### src/rtl/adder_8bit.sv
// Registered 8-bit ripple-carry adder: {Cout, S} = A + B + Cin, loaded every rising clk edge.
// Outputs clear asynchronously while rst_n is low.
module adder_8bit (
  input  logic       clk,
  input  logic       rst_n,
  input  logic       Cin,
  input  logic [7:0] A,
  input  logic [7:0] B,
  output logic       Cout,
  output logic [7:0] S
);

  // One full-adder cell; returns {carry_out, sum}.
  function automatic logic [1:0] full_add(input logic a, input logic b, input logic c);
    logic p;
    p = a ^ b;
    return {(a & b) | (c & p), p ^ c};
  endfunction

  logic [8:0] carry_s;
  logic [7:0] sum_s;

  // Ripple chain of eight cells, carry entering at Cin and leaving as carry_s[8].
  always_comb begin
    carry_s    = 9'h000;
    sum_s      = 8'h00;
    carry_s[0] = Cin;
    for (int i = 0; i < 8; i++) begin
      {carry_s[i+1], sum_s[i]} = full_add(A[i], B[i], carry_s[i]);
    end
  end

  // Result registers; no enable, so every edge out of reset loads a new sum.
  always_ff @(posedge clk or negedge rst_n) begin
    if (!rst_n) begin
      S    <= 8'h00;
      Cout <= 1'b0;
    end else begin
      S    <= sum_s;
      Cout <= carry_s[8];
    end
  end

endmodule

### config.mk
export PLATFORM = sky130hd
export DESIGN_NAME = adder_8bit
export DESIGN_NICKNAME = d
export VERILOG_FILES = /design/src/rtl/adder_8bit.sv
export SDC_FILE = /design/constraint.sdc
export NUM_CORES = 1
export LEC_CHECK = 0
export BUFFER_PORTS_ARGS = -buffer_cell sky130_fd_sc_hd__buf_2
export CAP_MARGIN = 10
export CORE_AREA = 3 3 40 42
export DETAILED_ROUTE_END_ITERATION = 6
export DIE_AREA = 0 0 43 45
export GPL_TIMING_DRIVEN = 0
export PLACE_DENSITY = 0.7
export SYNTH_ARGS = -nofsm -noshare
export SYNTH_HDL_FRONTEND = slang
export SYNTH_SLANG_ARGS = --single-unit
### constraint.sdc
create_clock -name clk -period 0.9 [get_ports clk]
set_input_delay 0.045 -clock clk [delete_from_list [all_inputs] [get_ports clk]]
set_output_delay 0.045 -clock clk [all_outputs]
set_load 0.03 [all_outputs]
### After elaboration in Yosys (flattened, before gate mapping)

Index checks and enable logic that the tools add are counted.

| storage, ports and cells | value |
|---|---|
| bits in registers | 9 |
| bits of input ports | 19 |
| output and inout port bits | 9 |
| word-level logic and storage cells | 42 |

| operators by class | value |
|---|---|
| bitwise gates (word level) | 40 |

Operators with widths:

| kind | number |
|---|---|
| 1-bit AND | 16 |
| 1-bit XOR | 16 |
| 1-bit OR | 8 |

### Longest topological paths before layout

Gate-level depths: netlist (run 1).

| depth | value |
|---|---|
| word-level depth | 17 |
| mapped depth | 12 |

### Worst setup path after synthesis (run 1)

OpenSTA, ideal clock, no wires.

| timing | value |
|---|---|
| path kind | input to register |
| start | in A[0] |
| end | reg S[7] |
| arrival time | 3.057 ns |
| slack | -2.221 ns |
| stages | 12 |
| path through | inv_1 fa_1 inv_1 fa_1 fa_1 fa_1 fa_1 fa_1 fa_1 inv_1 fa_1 inv_1 |

| between the ends | value |
|---|---|
| word-level cells in the longest chain between the ends | 16 |
| elaborated cells between the ends (all ways) | 17 |

RTL lines:

| element | RTL line | text |
|---|---|---|
| start, declared | 7 | `input logic [7:0] A,` |
| 1-bit XOR | 16 | `p = a ^ b;` |
| 1-bit AND | 17 | `return {(a & b) \| (c & p), p ^ c};` |
| 1-bit OR * | 17 |  |
| 1-bit AND * | 17 |  |
| 1-bit OR * | 17 |  |
| 1-bit AND * | 17 |  |
| 1-bit OR * | 17 |  |
| 1-bit AND * | 17 |  |
| 1-bit OR * | 17 |  |
| 1-bit AND * | 17 |  |
| 1-bit OR * | 17 |  |
| 1-bit AND * | 17 |  |
| 1-bit OR * | 17 |  |
| 1-bit AND * | 17 |  |
| 1-bit OR * | 17 |  |
| 1-bit XOR * | 17 |  |
| via sum_s[7] | 21 | `logic [7:0] sum_s;` |
| end signal, assigned | 39 | `S <= sum_s;` |
| end, declared | 10 | `output logic [7:0] S` |

Mark *: on every way through the listed nets, which the timed path passes. The rest lies on a longest branch.

### Worst setup path in the final report (run 1)

Ends and elaborated chain as after synthesis.

==> results of run 1 <==
-- worst max path at each step --
stage	from	to	slack [ns]	depth (start not counted)
finish	A[0]	S[7]	-1.95	13
global placement	A[0]	S[7]	-2.22	13
detailed placement	A[0]	S[7]	-2.25	13
floorplan	A[0]	S[7]	-1.99	12
global route	A[0]	S[7]	-1.99	13
CTS	A[0]	S[7]	-1.95	13
-- power groups by stage --
stage               Clock (uW)  Combinational (uW)  Sequential [uW]
floorplan                    0                81.3              658
global placement             0                 395              498
detailed placement           0                 406              502
CTS                        296                 424              495
global route               339                 459              500
finish                     285                 416              493
-- layout make-up --
type                       count  area [um^2]  area share (%)
clock buffer                   4         26.3            3.94
tap                           15         18.8            2.81
timing repair buffer          28          161            24.2
inverter                      10         55.1            8.26
multi-input combinational      8          180            27.0
sequential                     9          225            33.8
-- sequential cells by signal, indices dropped and copies added, names as in the netlist --
name  flops
Cout      1
S         8
-- placed cells by master (no fill, tap or decap) --
cell,count
inv_2,5
buf_8,1
inv_1,3
dfrtp_1,9
inv_12,1
clkbuf_4,3
fa_2,8
dlygate4sd3_1,1
buf_2,25
inv_6,1
clkbuf_1,1
buf_6,1
-- cells by family after synthesis --
group      count (synthesis)  synth area share (%)
flops                      9                  53.3
fa+ha+maj                  8                  37.9
buf+inv                   10                  8.88
-- per-layer routing --
| metal | wire length [um] | vias to the layer above | track usage, % |
|---|---|---|---|
| met1 | 220 | 139 | 11.2 |
| met2 | 377 | 20 | 15.3 |
| met3 | 102 | 2 | 3.98 |
| met5 | 0 | - | 0 |
| met4 | 12 | 0 | 5.42 |
| li1 | - | 134 | - |
-- stage by stage --
| stage | instance area, um^2 | utilization, % | total power (uW) | hold WS [ns] |
|---|---|---|---|---|
| floorplan | 458 | - | 739 | -0.251 |
| global placement | 612 | 47.6 | 894 | -0.103 |
| detailed placement | 612 | 47.6 | 909 | -0.105 |
| CTS | 667 | 51.9 | 1210 | 0.100 |
| global route | 667 | 51.9 | 1300 | 0.0911 |
| finish | 667 | 51.9 | 1190 | 0.103 |
-- what timing repair did --
item | in CTS | in global routing
hold buffers | 1 | 0
endpoints found under the hold margin | 9 | 0
setup endpoints to repair | 8 | 7
gates resized for setup | 8 | 0
setup buffers | 0 | 0
==> results.md, run 1 <==
* Run status: finished with violations
* Failing checks: setup timing
* Sequential area share after synthesis at 53.3%
* Clock buffer depth at 2
* Syn Nets at 54
* DR WL/cell at 9.64 um
* Vias per cell at 3.99
* Gr ovfl total at 0
* Critical Path AT at 3.03 ns
* DRC Markers at 0
* DP Cell Count at 69
* Most frequent cell after synthesis: inv_1
* RD Place Congestion at 0.603
* Cells after Synth at 27
* Main synth FF type: dfrtp_1
* HP Start: B[2]
* IO buf count at 27
* I/O pin count at 28
* Drt total wl at 713 um
* Peak supply drop at 0.000696 V
* P_int at 793 uW
* CP peak stage delay at 0.43 ns
* Startpoint type of the worst setup path: input pin
* Async SR Flop Fraction at 100%
* Fin crit share at 316%
* #FFs+latches synth at 9
* Syn Area/Cell at 15.7 um^2
* Min Tclk post-route at 2.85 ns
* Cell area after synthesis at 423 um^2
* Slew HR at 87.8%
* Kind of critical path: in -> reg
* Part of the power in registers at 41.3%
* Layout cell share with drive strength beyond 1 at 76.3%
* Yosys top cell by area: dfrtp_1
* Setup tns final at -8.17 ns
* Place WS at -2.25 ns
* Initial antenna violation count at 0
* Clock root buffer: clkbuf_4
* N_diodes at 0
* Max Cap Violations at 0
* Synth warnings at 0
* Commonest cells post-synth: inv_1 (10), dfrtp_1 (9), fa_1 (8)
* Critical path buffer and inverter count at 5
* FP Rows at 13
* Max Freq at 351 MHz
* Final cell count without fillers at 74
* Post-synth EDFFs at 0
* Die X at 43 um
* Die height at 45 um
* Clock-pin slew on the worst setup and hold paths at 0.06 ns
* Sw frac at 33.5%
* DR pass1 iterations at 2
* Combinational share of power at 34.9%
* Fill count at 124
* CTS Buf Count at 3
* Psw at 400 uW
* Crit-path max FO at 1
* Hpwl dp at 670 um
* Worst endpoint required time at 1.09 ns
* Hold depth at 2
* Finish-stage setup viols at 7
* CP dominant cell by count: fa_2
* Worst slew pin tran at 0.183 ns
* Area grow syn2layout at 57.7%
* Fin. Hold Viols at 0
* Crit. End Element: flop
* CP max-delay cell: fa_2
* Proportion of netlist area held by the largest area contributor at 53.3%
* CORE AREA at 1280 um^2
* Unique masters post-synth at 3
* Power density cells at 1790 nW/um^2
* Clk sinks at 9
* Pin count of the biggest net entering global routing at 10
* Leakage power at 0.000337 uW
* Clock group share of total power at 23.8%
* Vias in the first global route at 319
* First DRT Iteration DRCs at 1
* Via Count at 295
* Worst hold path type: in -> reg
* RSZ-0062 raised after global routing: true
* Antenna-violating nets left at 0
* Top cells by area, synth: dfrtp_1 (53%), fa_1 (38%), inv_1 (8.9%)
* WHS Endpoint: S[2]
* Worst setup margin at -1.95 ns
* Initial Util at 32.9%
* Crit path cell chain: buf_8 -> inv_12 -> fa_2 -> inv_2 -> fa_2 -> fa_2 -> fa_2 -> fa_2 -> fa_2 -> fa_2 -> inv_2 -> fa_2 -> inv_2
* Slew Limit Fails at 0
* Global-route wire length before repair at 1330 um
* Top delay family on crit path: adder cells
* Fin nets at 87
* Die area at 1940 um^2
* GRT Util Overall at 9.65%
* H-tree levels at 1
* CTS tree: done
No activity file was read; power rests on OpenSTA's default activity.
==> inputs of run 2 (changes only) <==
--- a/config.mk
+++ b/config.mk
@@ -12,6 +12,8 @@
 export DIE_AREA = 0 0 43 45
 export GPL_TIMING_DRIVEN = 0
 export PLACE_DENSITY = 0.7
+export SETUP_SLACK_MARGIN = 0.02
+export SKIP_CTS_REPAIR_TIMING = 1
 export SYNTH_ARGS = -nofsm -noshare
 export SYNTH_HDL_FRONTEND = slang
 export SYNTH_SLANG_ARGS = --single-unit
==> run 2 against run 1 <==
Power is essentially flat; utilization is the same; clock-buffer cell count is the same; critical path depth is the same; the run still ends with setup timing left; die area is the same; worst hold slack is the same; cell area is the same; sequential share of layout area is the same; routed wire length is the same; non-clock buffer count is the same; combinational power is essentially flat.
==> results.md, run 2 (same netlist as run 1, synthesis figures left out) <==
* Run status: finished with violations (unchanged)
* Failing checks: setup timing (unchanged)
* First DRT Iteration DRCs at 1 (unchanged)
* Max FFs per register at 8 (unchanged)
* RD Place Congestion at 0.603 (unchanged)
* Regs by FF count: S (8), Cout (1) (unchanged)
* I/O pin count at 28 (unchanged)
* Fin. Hold Viols at 0 (unchanged)
* Gr ovfl total at 0 (unchanged)
* Die X at 43 um (unchanged)
* DP Cell Count at 69 (unchanged)
* Drt total wl at 713 um (unchanged)
* IO buf count at 27 (unchanged)
* DR pass1 iterations at 2 (unchanged)
* Critical Path AT at 3.03 ns (about the same)
* Vias per cell at 3.99 (unchanged)
* Finish-stage setup viols at 7 (unchanged)
* Initial Util at 32.9% (unchanged)
* Worst endpoint required time at 1.09 ns (about the same)
* CTS tree: done (unchanged)
* Vias in the first global route at 311 (was 319)
* Startpoint type of the worst setup path: input pin (unchanged)
* Fin crit share at 316% (unchanged)
* Fin nets at 87 (unchanged)
* Antenna-violating nets left at 0 (unchanged)
* CTS Buf Count at 3 (unchanged)
* Commonest non-fill, non-tap cell in the layout: buf_2 (unchanged)
* Final hold slack at 0.103 ns (unchanged)
* Critical path buffer and inverter count at 5 (unchanged)
* H-tree levels at 1 (unchanged)
* Layout cell share with drive strength beyond 1 at 76.3% (unchanged)
* Leakage power at 0.000336 uW (was 0.000337 uW)
* Hpwl dp at 670 um (unchanged)
* DR WL/cell at 9.64 um (unchanged)
* CP peak stage delay at 0.43 ns (about the same)
* Pin count of the biggest net entering global routing at 10 (unchanged)
* Clock-pin slew on the worst setup and hold paths at 0.06 ns (about the same)
* N_diodes at 0 (unchanged)
* Clock buffer depth at 2 (unchanged)
* Design Power at 1190 uW (about the same)
* Top delay family on crit path: adder cells (unchanged)
* Worst slew pin tran at 0.183 ns (unchanged)
* Clock root buffer: clkbuf_4 (unchanged)
* Die height at 45 um (unchanged)
* Crit-path max FO at 1 (unchanged)
* GRT Util Overall at 9.31% (was 9.65%)
* Max Cap Violations at 0 (unchanged)
* Most frequent cells in the layout: buf_2 (25), dfrtp_1 (9), fa_2 (8) (unchanged)
* Area grow syn2layout at 57.7% (unchanged)
* CP dominant cell by count: fa_2 (unchanged)
* Worst setup margin at -1.95 ns (unchanged)
* Initial antenna violation count at 0 (unchanged)
* Clk sinks at 9 (unchanged)
* FP Rows at 13 (unchanged)
* CORE AREA at 1280 um^2 (unchanged)
* Slew HR at 87.8% (unchanged)
* Via Count at 295 (unchanged)
* DRC Markers at 0 (unchanged)
* Max Freq at 351 MHz (unchanged)
* Slew Limit Fails at 0 (unchanged)
* Die area at 1940 um^2 (unchanged)
* CP max-delay cell: fa_2 (unchanged)
* Kind of critical path: in -> reg (unchanged)
* Finished Core Util at 51.9% (unchanged)
* Global-route wire length before repair at 1280 um (was 1330 um)
* Final cell count without fillers at 74 (unchanged)
* Power density cells at 1790 nW/um^2 (about the same)
* Most flop-heavy register: S (unchanged)
* Crit. End Element: flop (unchanged)
* Worst hold path type: in -> reg (unchanged)
* RSZ-0062 raised after global routing: true (unchanged)
* Crit path cell chain: buf_8 -> inv_12 -> fa_2 -> inv_2 -> fa_2 -> fa_2 -> fa_2 -> fa_2 -> fa_2 -> fa_2 -> inv_2 -> fa_2 -> inv_2 (unchanged)
* Peak supply drop at 0.000696 V (about the same)
* Min Tclk post-route at 2.85 ns (unchanged)
-- run 2: final timing paths --
path / slack, ns / from / cells after the start / endpoint
max: -1.95 / A[0] / 13 / S[7]
max in group asynchronous: 0.57 / rst_n / 2 / S[7]
min: 0.10 / B[2] / 2 / S[2]
min in group asynchronous: 0.16 / rst_n / 2 / S[0]
-- run 2: area by class of cell --
type | instances | area, um^2
clock buffer | 4 | 26.3
timing repair buffer | 28 | 161
inverter | 10 | 55.1
multi-input combinational | 8 | 180
tap | 15 | 18.8
fill | 124 | 618
sequential | 9 | 225
-- run 2: stage by stage --
stage	setup TNS (ns)	cell area (um^2)	worst slack [ns]
2_1_floorplan	-8.89	458	-1.99
3_3_place_gp	-10.60	612	-2.22
3_5_place_dp	-10.72	612	-2.25
4_1_cts	-8.60	638	-1.99
5_1_grt	-8.30	667	-1.99
6_report	-8.17	667	-1.95
-- run 2: per-layer routing --
layer / up-vias / GRT usage, % / part of all wire (%)
li1: 134 / - / -
met1: 139 / 10.4 / 31
met2: 20 / 14.7 / 53
met3: 2 / 4.38 / 14
met4: 0 / 5.42 / 1.7
met5: - / 0 / 0
-- run 2: report_power, final --
| group | internal, uW | leakage (uW) | switching (uW) |
|---|---|---|---|
| registers | 477 | 0.000105 | 15.9 |
| logic | 147 | 0.000216 | 268 |
| clock network | 169 | 0.0000150 | 115 |
